[src/rtl/class_select_unit_if.sv]
// Handshake and result bundle for class_select_unit: probability frame in, argmax result out.
// master = upstream/downstream side, slave = the selection unit.
interface class_select_unit_if #(
  parameter int N_CLASSES = 10,
  parameter int DATA_W    = 16,
  parameter int IDX_W     = 4
);
  logic [N_CLASSES*DATA_W-1:0] prob_in;
  logic                        in_valid;
  logic                        in_ready;
  logic [DATA_W-1:0]           conf_thresh;
  logic [IDX_W-1:0]            class_idx;
  logic [DATA_W-1:0]           class_conf;
  logic                        low_conf;
  logic [IDX_W-1:0]            class2_idx;
  logic [DATA_W-1:0]           margin;
  logic                        out_valid;
  logic                        out_ready;
  logic [15:0]                 frame_count;

  modport master (
    output prob_in, in_valid, conf_thresh, out_ready,
    input  in_ready, class_idx, class_conf, low_conf, class2_idx, margin,
           out_valid, frame_count
  );

  modport slave (
    input  prob_in, in_valid, conf_thresh, out_ready,
    output in_ready, class_idx, class_conf, low_conf, class2_idx, margin,
           out_valid, frame_count
  );
endinterface

[src/rtl/class_select_unit.sv]
// Sequential argmax over a latched Q8.8 probability frame, one class per cycle.
// Optional runner-up/margin tracking is enabled by defining TOP2_EN.
module class_select_unit #(
  parameter int N_CLASSES = 10,
  parameter int DATA_W    = 16,
  parameter int IDX_W     = 4
) (
  input logic                 clk,
  input logic                 rst,
  class_select_unit_if.slave  bus
);

  typedef enum logic [1:0] {IDLE, SCAN, HOLD} state_t;

  state_t state, state_nxt;

  logic [N_CLASSES-1:0][DATA_W-1:0] prob_q;
  logic [DATA_W-1:0]                thresh_q;
  logic [DATA_W-1:0]                best_q, best_nxt, entry;
  logic [IDX_W-1:0]                 best_idx_q, best_idx_nxt, cnt_q;
  logic                             accept, last, out_hs;
  logic                             in_ready, out_valid;

  logic [IDX_W-1:0]  class_idx_q;
  logic [DATA_W-1:0] class_conf_q;
  logic              low_conf_q;
  logic [15:0]       frame_count_q;

  assign accept = (state == IDLE) && bus.in_valid;
  assign last   = (state == SCAN) && (cnt_q == IDX_W'(N_CLASSES - 1));
  assign out_hs = (state == HOLD) && bus.out_ready;

  always_ff @(posedge clk) begin
    if (rst) state <= IDLE;
    else     state <= state_nxt;
  end

  // NOTE: every always_comb output gets a default first so no latch is inferred.
  always_comb begin
    state_nxt = state;
    case (state)
      IDLE:    if (accept) state_nxt = SCAN;
      SCAN:    if (last)   state_nxt = HOLD;
      HOLD:    if (out_hs) state_nxt = IDLE;
      default: state_nxt = IDLE;
    endcase
  end

  // Handshake flags decode the state register only, so out_ready never reaches in_ready.
  always_comb begin
    in_ready  = (state == IDLE);
    out_valid = (state == HOLD);
  end

  assign entry = prob_q[cnt_q];

  always_comb begin
    best_nxt     = best_q;
    best_idx_nxt = best_idx_q;
    if (entry > best_q) begin
      best_nxt     = entry;
      best_idx_nxt = cnt_q;
    end
  end

`ifdef TOP2_EN
  logic [DATA_W-1:0] second_q, second_nxt;
  logic [IDX_W-1:0]  second_idx_q, second_idx_nxt;
  logic              second_vld_q, second_vld_nxt;
  logic [IDX_W-1:0]  class2_idx_q;
  logic [DATA_W-1:0] margin_q;

  // Entry 0 only seeds best; the runner-up slot fills from entry 1 onward, so a
  // single-class frame keeps runner-up 0 and margin equals class_conf.
  always_comb begin
    second_nxt     = second_q;
    second_idx_nxt = second_idx_q;
    second_vld_nxt = second_vld_q;
    if (cnt_q != '0) begin
      if (entry > best_q) begin
        second_nxt     = best_q;
        second_idx_nxt = best_idx_q;
        second_vld_nxt = 1'b1;
      end else if (!second_vld_q || entry > second_q) begin
        second_nxt     = entry;
        second_idx_nxt = cnt_q;
        second_vld_nxt = 1'b1;
      end
    end
  end

  always_ff @(posedge clk) begin
    if (accept) begin
      second_q     <= '0;
      second_idx_q <= '0;
      second_vld_q <= 1'b0;
    end else if (state == SCAN) begin
      second_q     <= second_nxt;
      second_idx_q <= second_idx_nxt;
      second_vld_q <= second_vld_nxt;
    end
  end

  always_ff @(posedge clk) begin
    if (rst) begin
      class2_idx_q <= '0;
      margin_q     <= '0;
    end else if (last) begin
      class2_idx_q <= second_idx_nxt;
      margin_q     <= best_nxt - second_nxt;
    end
  end

  assign bus.class2_idx = class2_idx_q;
  assign bus.margin     = margin_q;
`else
  assign bus.class2_idx = '0;
  assign bus.margin     = '0;
`endif

  // NOTE: frame and scan registers are left unreset; every accept reinitialises them
  // before they are read, so only control state and visible results take rst.
  always_ff @(posedge clk) begin
    if (accept) begin
      prob_q     <= bus.prob_in;
      thresh_q   <= bus.conf_thresh;
      best_q     <= '0;
      best_idx_q <= '0;
      cnt_q      <= '0;
    end else if (state == SCAN) begin
      best_q     <= best_nxt;
      best_idx_q <= best_idx_nxt;
      cnt_q      <= cnt_q + IDX_W'(1);
    end
  end

  always_ff @(posedge clk) begin
    if (rst) begin
      class_idx_q  <= '0;
      class_conf_q <= '0;
      low_conf_q   <= 1'b0;
    end else if (last) begin
      class_idx_q  <= best_idx_nxt;
      class_conf_q <= best_nxt;
      low_conf_q   <= (best_nxt < thresh_q);
    end
  end

  always_ff @(posedge clk) begin
    if (rst)         frame_count_q <= '0;
    else if (out_hs) frame_count_q <= frame_count_q + 16'd1;
  end

  assign bus.in_ready    = in_ready;
  assign bus.out_valid   = out_valid;
  assign bus.class_idx   = class_idx_q;
  assign bus.class_conf  = class_conf_q;
  assign bus.low_conf    = low_conf_q;
  assign bus.frame_count = frame_count_q;

endmodule
[src/flat_wrapper.sv]
// flat-port wrapper written by rule: the top's interface ports become plain ports
module class_select_unit_flat 
#(
  parameter int N_CLASSES = 10,
  parameter int DATA_W    = 16,
  parameter int IDX_W     = 4
)
  (clk, rst, bus_prob_in, bus_in_valid, bus_conf_thresh, bus_out_ready, bus_in_ready, bus_class_idx, bus_class_conf, bus_low_conf, bus_class2_idx, bus_margin, bus_out_valid, bus_frame_count);
  class_select_unit_if #(.N_CLASSES(N_CLASSES), .DATA_W(DATA_W), .IDX_W(IDX_W)) bus_i ();
  input logic clk;
  input logic rst;
  input wire logic [$bits(bus_i.prob_in)-1:0] bus_prob_in;
  input wire logic [$bits(bus_i.in_valid)-1:0] bus_in_valid;
  input wire logic [$bits(bus_i.conf_thresh)-1:0] bus_conf_thresh;
  input wire logic [$bits(bus_i.out_ready)-1:0] bus_out_ready;
  output wire logic [$bits(bus_i.in_ready)-1:0] bus_in_ready;
  output wire logic [$bits(bus_i.class_idx)-1:0] bus_class_idx;
  output wire logic [$bits(bus_i.class_conf)-1:0] bus_class_conf;
  output wire logic [$bits(bus_i.low_conf)-1:0] bus_low_conf;
  output wire logic [$bits(bus_i.class2_idx)-1:0] bus_class2_idx;
  output wire logic [$bits(bus_i.margin)-1:0] bus_margin;
  output wire logic [$bits(bus_i.out_valid)-1:0] bus_out_valid;
  output wire logic [$bits(bus_i.frame_count)-1:0] bus_frame_count;
  assign bus_i.prob_in = bus_prob_in;
  assign bus_i.in_valid = bus_in_valid;
  assign bus_i.conf_thresh = bus_conf_thresh;
  assign bus_i.out_ready = bus_out_ready;
  assign bus_in_ready = bus_i.in_ready;
  assign bus_class_idx = bus_i.class_idx;
  assign bus_class_conf = bus_i.class_conf;
  assign bus_low_conf = bus_i.low_conf;
  assign bus_class2_idx = bus_i.class2_idx;
  assign bus_margin = bus_i.margin;
  assign bus_out_valid = bus_i.out_valid;
  assign bus_frame_count = bus_i.frame_count;
  class_select_unit #(.N_CLASSES(N_CLASSES), .DATA_W(DATA_W), .IDX_W(IDX_W)) u_core (.clk(clk), .rst(rst), .bus(bus_i));
endmodule
[config.mk]
export PLATFORM = sky130hd
export DESIGN_NAME = class_select_unit_flat
export DESIGN_NICKNAME = d
export VERILOG_FILES = /design/src/rtl/class_select_unit_if.sv /design/src/rtl/class_select_unit.sv /design/src/flat_wrapper.sv
export SDC_FILE = /design/constraint.sdc
export NUM_CORES = 1
export LEC_CHECK = 0
export CORE_AREA = 2 2 156 158
export DETAILED_ROUTE_END_ITERATION = 10
export DIE_AREA = 0 0 158 160
export HOLD_SLACK_MARGIN = 0.1
export PLACE_DENSITY = 0.68
export SLEW_MARGIN = 20
export SYNTH_ARGS = -nofsm -noshare
export SYNTH_HDL_FRONTEND = slang
export SYNTH_SLANG_ARGS = --single-unit
[constraint.sdc]
create_clock -name clk -period 6.33 [get_ports clk]
set_clock_uncertainty 0.1 [all_clocks]
set_input_delay 1.266 -clock clk [delete_from_list [all_inputs] [get_ports clk]]
set_output_delay 1.266 -clock clk [all_outputs]
set_load 0.02 [all_outputs]
==> metrics.txt, run 1 <==
status completed; Synth Area per Inst 13.5 um2; post-CTS sizing 0; top cells by count, synth 176 x edfxtp_1, 63 x dfxtp_1, 61 x nor2_1, 55 x nand2_1, 50 x inv_1; worst hold path type reg -> reg; core area 23800 um2; first-pass GRT wire length 36600 um; most used cell, CP a21o_1; CTS Sinks 239; crit path launch type flip-flop; Clk Tree Root Cell clkbuf_16; fill cell count 1970; vias in the first global route 6745; Required @ worst endpoint 6.67 ns; Syn. warnings 0; Int Pwr 0.00308 W; drt total wl 23800 um; Final Cycle Share 0.884; Power per Cell Area 320 nW/um2; final worst slack 0.732 ns; max-cap violations 0; Post-Syn Area 10400 um2; top cells by area, synth edfxtp_1 51%, dfxtp_1 12%, mux4_2 6.9%, ha_1 4.1%, nor2_1 2.2%; WL/cell 17.9 um; max incr delay on CP 0.67 ns; largest net degree at the start of global routing 104; slowest CP cell dfxtp_4; Peak supply drop 0.259 mV; initial antenna violation count 0; RSZ-0062 raised after global routing no; NumNets Final 1198; Yosys top cell area share 0.508; Max Slew Vio Count 0; post-synthesis sequential area ratio 0.629; Crit Path Class reg -> reg; # DRC 0; Antenna Nets Post-Route 0; crit path time final 5.60 ns; WP data arrival 5.94 ns; Port Buffer Count 218; n_diodes 0; CP Cell Sequence mux4_2, a22oi_1, o21a_1, inv_1, ha_1, nand4_2, nor2_1, or4_4, o31ai_4, o21ai_0, ha_1, a21o_1, a21o_1, a21o_1, a221oi_1, o21ai_0, o211ai_1; Worst Setup End Kind flip-flop; most frequent cell after synthesis edfxtp_1; combinational power share 0.243; ys flop type edfxtp_1; Site Rows 57; Vias 6710; post-CTS setup buffer count 0; area grow syn2layout 30.7%; cell count after synthesis 770; sw frac 0.292; CTS buffer count 25; pre-CTS WS 0.749 ns; # H-tree levels 1; Max Fclk 179 MHz; DR vias/cell 5.06; setup TNS 0 ns; die height 160 um; LEAKAGE 4.83 nW; critical path peak fanout 27; sequential share of power 0.442; Initial Util 0.437; Sw Pwr 0.00127 W; first drt pass iteration count 5; CTS tree done; die width 158 um; Hold Violations, Final 0; Setup violations, final 0; grt total ovfl 0; CTS Hold Bufs 0; HPWL Detailed 17600 um; die area 25300 um2; number of synthesized register bits 239; RD Place Congestion 0.883; Ports 239; clk buf depth 3; Least-Margin Pin Slew 1.07 ns; gr usage total 0.187; clock group share of total power 0.315; Post-synth EDFFs 176; share of cells above drive strength 1 0.0999; Clk Latency, worst-skew pair 0.51 ns; Slew Limit Headroom 0.284; Worst-path clk slew 0.06 ns; dominant cell type by area after synthesis edfxtp_1; Starting DRT DRC Count 630; ys async rst share 0; synth unique cells 49
cells by family (layout without fill, tap and decap cells):
group / Yosys count / in the layout / share of synthesized area
DFF: 239 / 239 / 0.629
other: 1 / 20 / 0.000360
and+or+nand+nor: 189 / 189 / 0.0829
xor gates and xnor gates: 15 / 15 / 0.0126
buffers and inverters: 115 / 327 / 0.0527
AOI/OAI and AO/OA: 122 / 122 / 0.0902
muxes: 55 / 55 / 0.0917
adders and majority gates: 34 / 34 / 0.0409
power by group through the flow:
stage | registers (W) | clock network, W | logic (W)
floorplan | 0.00191 | 0 | 0.000798
global placement | 0.00196 | 0 | 0.00105
detailed placement | 0.00196 | 0 | 0.00106
CTS | 0.00192 | 0.00141 | 0.00106
global route | 0.00194 | 0.00146 | 0.00119
finish | 0.00192 | 0.00137 | 0.00106
placed cells by master, fill, tap and decap left out, types with 4 or more instances in the layout:
cell type	count
clkdlybuf4s50_1	218
edfxtp_1	176
nor2_1	61
dfxtp_1	61
nand2_1	55
inv_1	50
ha_1	34
mux4_2	32
nand3_1	25
clkbuf_16	25
o21ai_0	20
mux2i_1	20
conb_1	20
nor3_1	18
o21a_1	16
a21oi_1	15
a22oi_1	15
o311ai_0	15
buf_4	14
xor2_1	9
a2111oi_2	8
o211ai_1	7
nand4_1	6
a2111oi_0	6
xnor2_1	6
clkinv_1	6
a21o_1	5
nor2b_1	4
and4_1	4
a211oi_1	4
nand2b_1	4
cell type report:
cell class / instances / area [um2] / area share
repair buffers: 233 / 2310 / 0.169
well taps: 324 / 405 / 0.0298
clock buffers: 28 / 637 / 0.0468
inverters: 50 / 188 / 0.0138
multi-input cells: 435 / 3390 / 0.249
clock inverters: 16 / 134 / 0.00983
flip-flops and latches: 239 / 6550 / 0.481
worst max-delay path, delay by kind of cell (launching register included):
family	cells	cell delay (ns)
multiplexers	1	0.61
adder cells (fa/ha/maj)	2	0.66
buffers and inverters	1	0.09
AND/OR/NAND/NOR	3	0.71
AO/OA/AOI/OAI	10	2.67
flip-flops	1	0.67
metrics by stage:
step	cell area [um2]	power [W]	std cells	util	hold WS, ns
after floorplan	10500	0.00271	789	-	0.366
after global placement	12800	0.00301	1281	0.539	0.381
after detailed placement	12800	0.00301	1281	0.539	0.392
after CTS	13600	0.00440	1325	0.572	0.402
after global routing	13600	0.00459	1325	0.572	0.430
final	13600	0.00436	1325	0.572	0.398
flip-flops by register name (all words and copies together), names as in the netlist:
register / flops
u_core.thresh_q: 16
u_core.bus.low_conf: 1
u_core.best_q: 16
u_core.state: 2
u_core.cnt_q: 4
u_core.bus.frame_count: 16
u_core.bus.class_idx: 4
u_core.best_idx_q: 4
u_core.prob_q: 160
u_core.bus.class_conf: 16
layer usage:
layer	track usage	vias up	share of wire	wire length, um
met5	0	-	0	0
met4	0.0487	0	0.020	484
met3	0.0415	33	0.074	1770
met2	0.292	249	0.46	10900
met1	0.267	3161	0.45	10600
li1	-	3267	-	-
path summary, 6_finish.rpt:
| path | startpoint | slack, ns | cells past startpoint | end |
|---|---|---|---|---|
| max | u_core.cnt_q[0]$_SDFFE_PP0P_ | 0.73 | 17 | u_core.bus.low_conf$_SDFFE_PP0P_ |
| min | u_core.bus.class_idx[2]$_SDFFE_PP0P_ | 0.40 | 2 | u_core.bus.class_idx[2]$_SDFFE_PP0P_ |
| max reg2reg | u_core.cnt_q[0]$_SDFFE_PP0P_ | 0.73 | 17 | u_core.bus.low_conf$_SDFFE_PP0P_ |
| min reg2reg | u_core.bus.class_idx[2]$_SDFFE_PP0P_ | 0.40 | 2 | u_core.bus.class_idx[2]$_SDFFE_PP0P_ |
Power figures use the tool's default switching activity.
==> run 2: changes to the inputs <==
==> constraint.sdc (replaced) <==
create_clock -name clk -period 6.4 [get_ports clk]
set_clock_uncertainty 0.1 [all_clocks]
set_input_delay 1.28 -clock clk [delete_from_list [all_inputs] [get_ports clk]]
set_output_delay 1.28 -clock clk [all_outputs]
set_load 0.02 [all_outputs]
==> metrics.txt, run 2 (synthesis gave the netlist of run 1 again) <==
area of the multi-input gates 3390 um2 (unchanged); Final Cycle Share 0.907 (+0.0222); Hold Crit Start u_core.best_idx_q[2]$_SDFFE_PP0P_; Crit Path Class reg -> reg; Setup violations, final 0 (unchanged); status completed; crit path time final 5.80 ns (+0.204 ns); Slew Limit Headroom 0.336 (+0.0513); share of cells above drive strength 1 0.102 (+0.00179); WP data arrival 6.16 ns (+0.22 ns); WL/cell 18.6 um (+3.7%); critical path peak fanout 30 (+11%); CP Cell Sequence buf_4, mux4_2, a22oi_1, o21a_1, inv_1, ha_1, nand4_2, nor2_1, or4_4, o31ai_4, buf_4, nand2_1, o21ai_0, ha_1, a21o_1, a21o_1, a221oi_1, nand4_1, o211ai_1; clk buf depth 3 (unchanged); die area 25300 um2 (unchanged); max incr delay on CP 0.87 ns (+0.20 ns); die width 158 um (unchanged); crit path launch type flip-flop; max-cap violations 0 (unchanged); R2R Setup Slk 0.60 ns (-0.13 ns); # DRC 0 (unchanged); CTS buffer count 26 (+4.0%); Clk Tree Root Cell clkbuf_16; core area 23800 um2 (unchanged); drt total wl 24700 um (+3.9%); DR vias/cell 5.16 (+1.9%); post-CTS sizing 0 (unchanged); largest net degree at the start of global routing 105 (+0.96%); commonest non-fill, non-tap cells in the layout 218 x clkdlybuf4s50_1, 176 x edfxtp_1, 61 x nor2_1; Ports 239 (unchanged); setup TNS 0 ns (unchanged); CTS tree done; Hold Path Depth 2 (unchanged); total chip power 0.00441 W (+1.3%); area of placed instances 12800 um2 (-0.12%); vias in the first global route 6992 (+3.7%); worst hold path type reg -> reg; WL met1 10600 um (-0.14%); Clk Latency, worst-skew pair 0.55 ns (+0.04 ns); Least-Margin Pin Slew 0.997 ns (-0.0755 ns); Placed Cells incl. Taps 1279 (-0.16%); die height 160 um (unchanged); worst r2r src u_core.cnt_q[0]$_SDFFE_PP0P_; slowest CP cell o31ai_4; # H-tree levels 1 (unchanged); commonest non-fill, non-tap cell in the layout clkdlybuf4s50_1; LEAKAGE 4.86 nW (+0.60%); initial antenna violation count 0 (unchanged); design area 13700 um2 (+0.47%); max reg flops 160 (unchanged); first drt pass iteration count 5 (unchanged); Vias 6856 (+2.2%); Power per Cell Area 323 nW/um2 (+0.80%); gr usage total 0.199 (+0.0117); Antenna Nets Post-Route 0 (unchanged); RD Place Congestion 0.861 (-2.5%); Site Rows 57 (unchanged); Hold Violations, Final 0 (unchanged); Finished Layout Cells 1328 (+0.23%); DR WL met2 11700 um (+7.2%); Max Fclk 172 MHz (-3.5%); Biggest register u_core.prob_q; reg2reg end u_core.bus.low_conf$_SDFFE_PP0P_; first-pass GRT wire length 38700 um (+5.7%); metal3 WL 2010 um (+14%); post-CTS setup buffer count 0 (unchanged); CTS Sinks 239 (unchanged); RSZ-0062 raised after global routing no; NumNets Final 1197 (-0.083%); Initial Util 0.437 (unchanged); Max Slew Vio Count 0 (unchanged); CTS Hold Bufs 0 (unchanged); Starting DRT DRC Count 638 (+1.3%); grt total ovfl 0 (unchanged); Required @ worst endpoint 6.76 ns (+0.09 ns); Worst-path clk slew 0.06 ns (about the same); Port Buffer Count 218 (unchanged); DR top layer met4; HPWL Detailed 17800 um (+1.2%); Hold Path End u_core.best_idx_q[2]$_SDFFE_PP0P_; reg2reg path depth 19 (+2); area grow syn2layout 31.3%; Peak supply drop 0.272 mV (+5.3%); Register Area 6550 um2 (about the same); fill cell count 1949 (-1.1%); Worst Setup End Kind flip-flop
## run 2: cell count changes in the layout (fill, tap and decap cells not counted), sizes merged
cell	delta
clkbuf	+13
clkinv	-5
buf	-2
clkinvlp	-2
bufinv	-1
diode	+1
inv	-1
## run 2: per-layer routing
metal	vias up	track usage
met5	-	0
met4	0	0.0397
met3	30	0.0524
met2	284	0.323
met1	3282	0.272
li1	3260	-
## run 2: cell type report
| cell class | count | area share |
|---|---|---|
| multi-input combinational | 435 | 0.248 |
| tap | 324 | 0.0296 |
| clock buffer | 41 | 0.0553 |
| inverter | 50 | 0.0137 |
| sequential | 239 | 0.479 |
| clock inverter | 7 | 0.00649 |
| antenna | 1 | 0.000183 |
| timing repair buffer | 231 | 0.168 |
## run 2: how the worst max path moves through the flow
| stage | slack, ns | start | endpoint | cells after the start |
|---|---|---|---|---|
| 2_1_floorplan | 0.44 | bus_in_valid | u_core.prob_q[0]$_DFFE_PP_ | 1 |
| 3_5_place_dp | 0.59 | u_core.cnt_q[1]$_SDFFE_PP0P_ | u_core.bus.low_conf$_SDFFE_PP0P_ | 18 |
| 3_3_place_gp | 0.63 | u_core.cnt_q[1]$_SDFFE_PP0P_ | u_core.bus.low_conf$_SDFFE_PP0P_ | 18 |
| 6_report | 0.60 | u_core.cnt_q[0]$_SDFFE_PP0P_ | u_core.bus.low_conf$_SDFFE_PP0P_ | 19 |
| 5_1_grt | 0.08 | u_core.cnt_q[0]$_SDFFE_PP0P_ | u_core.bus.low_conf$_SDFFE_PP0P_ | 18 |
| 4_1_cts | 0.58 | u_core.cnt_q[1]$_SDFFE_PP0P_ | u_core.bus.low_conf$_SDFFE_PP0P_ | 18 |
## run 2: through the flow
step	util	hold WS (ns)	worst slack, ns
global route	0.574	0.422	0.0806
global placement	0.539	0.379	0.634
CTS	0.574	0.393	0.577
finish	0.574	0.391	0.598
floorplan	-	0.366	0.444
detailed placement	0.539	0.385	0.595
## run 2: critical path: cells and delay by family, from the launching register on
family,cells,cell delay [ns]
simple gates,5,0.92
flops,1,0.58
compound gates,8,2.31
fa+ha+maj,2,0.56
mux,1,0.51
buf+inv,3,0.72
## run 2: power by group
| part | switching, W | total, W | internal (W) |
|---|---|---|---|
| combinational | 0.000599 | 0.00106 | 0.000462 |
| sequential | 0.000107 | 0.00190 | 0.00179 |
| clock | 0.000596 | 0.00145 | 0.000856 |
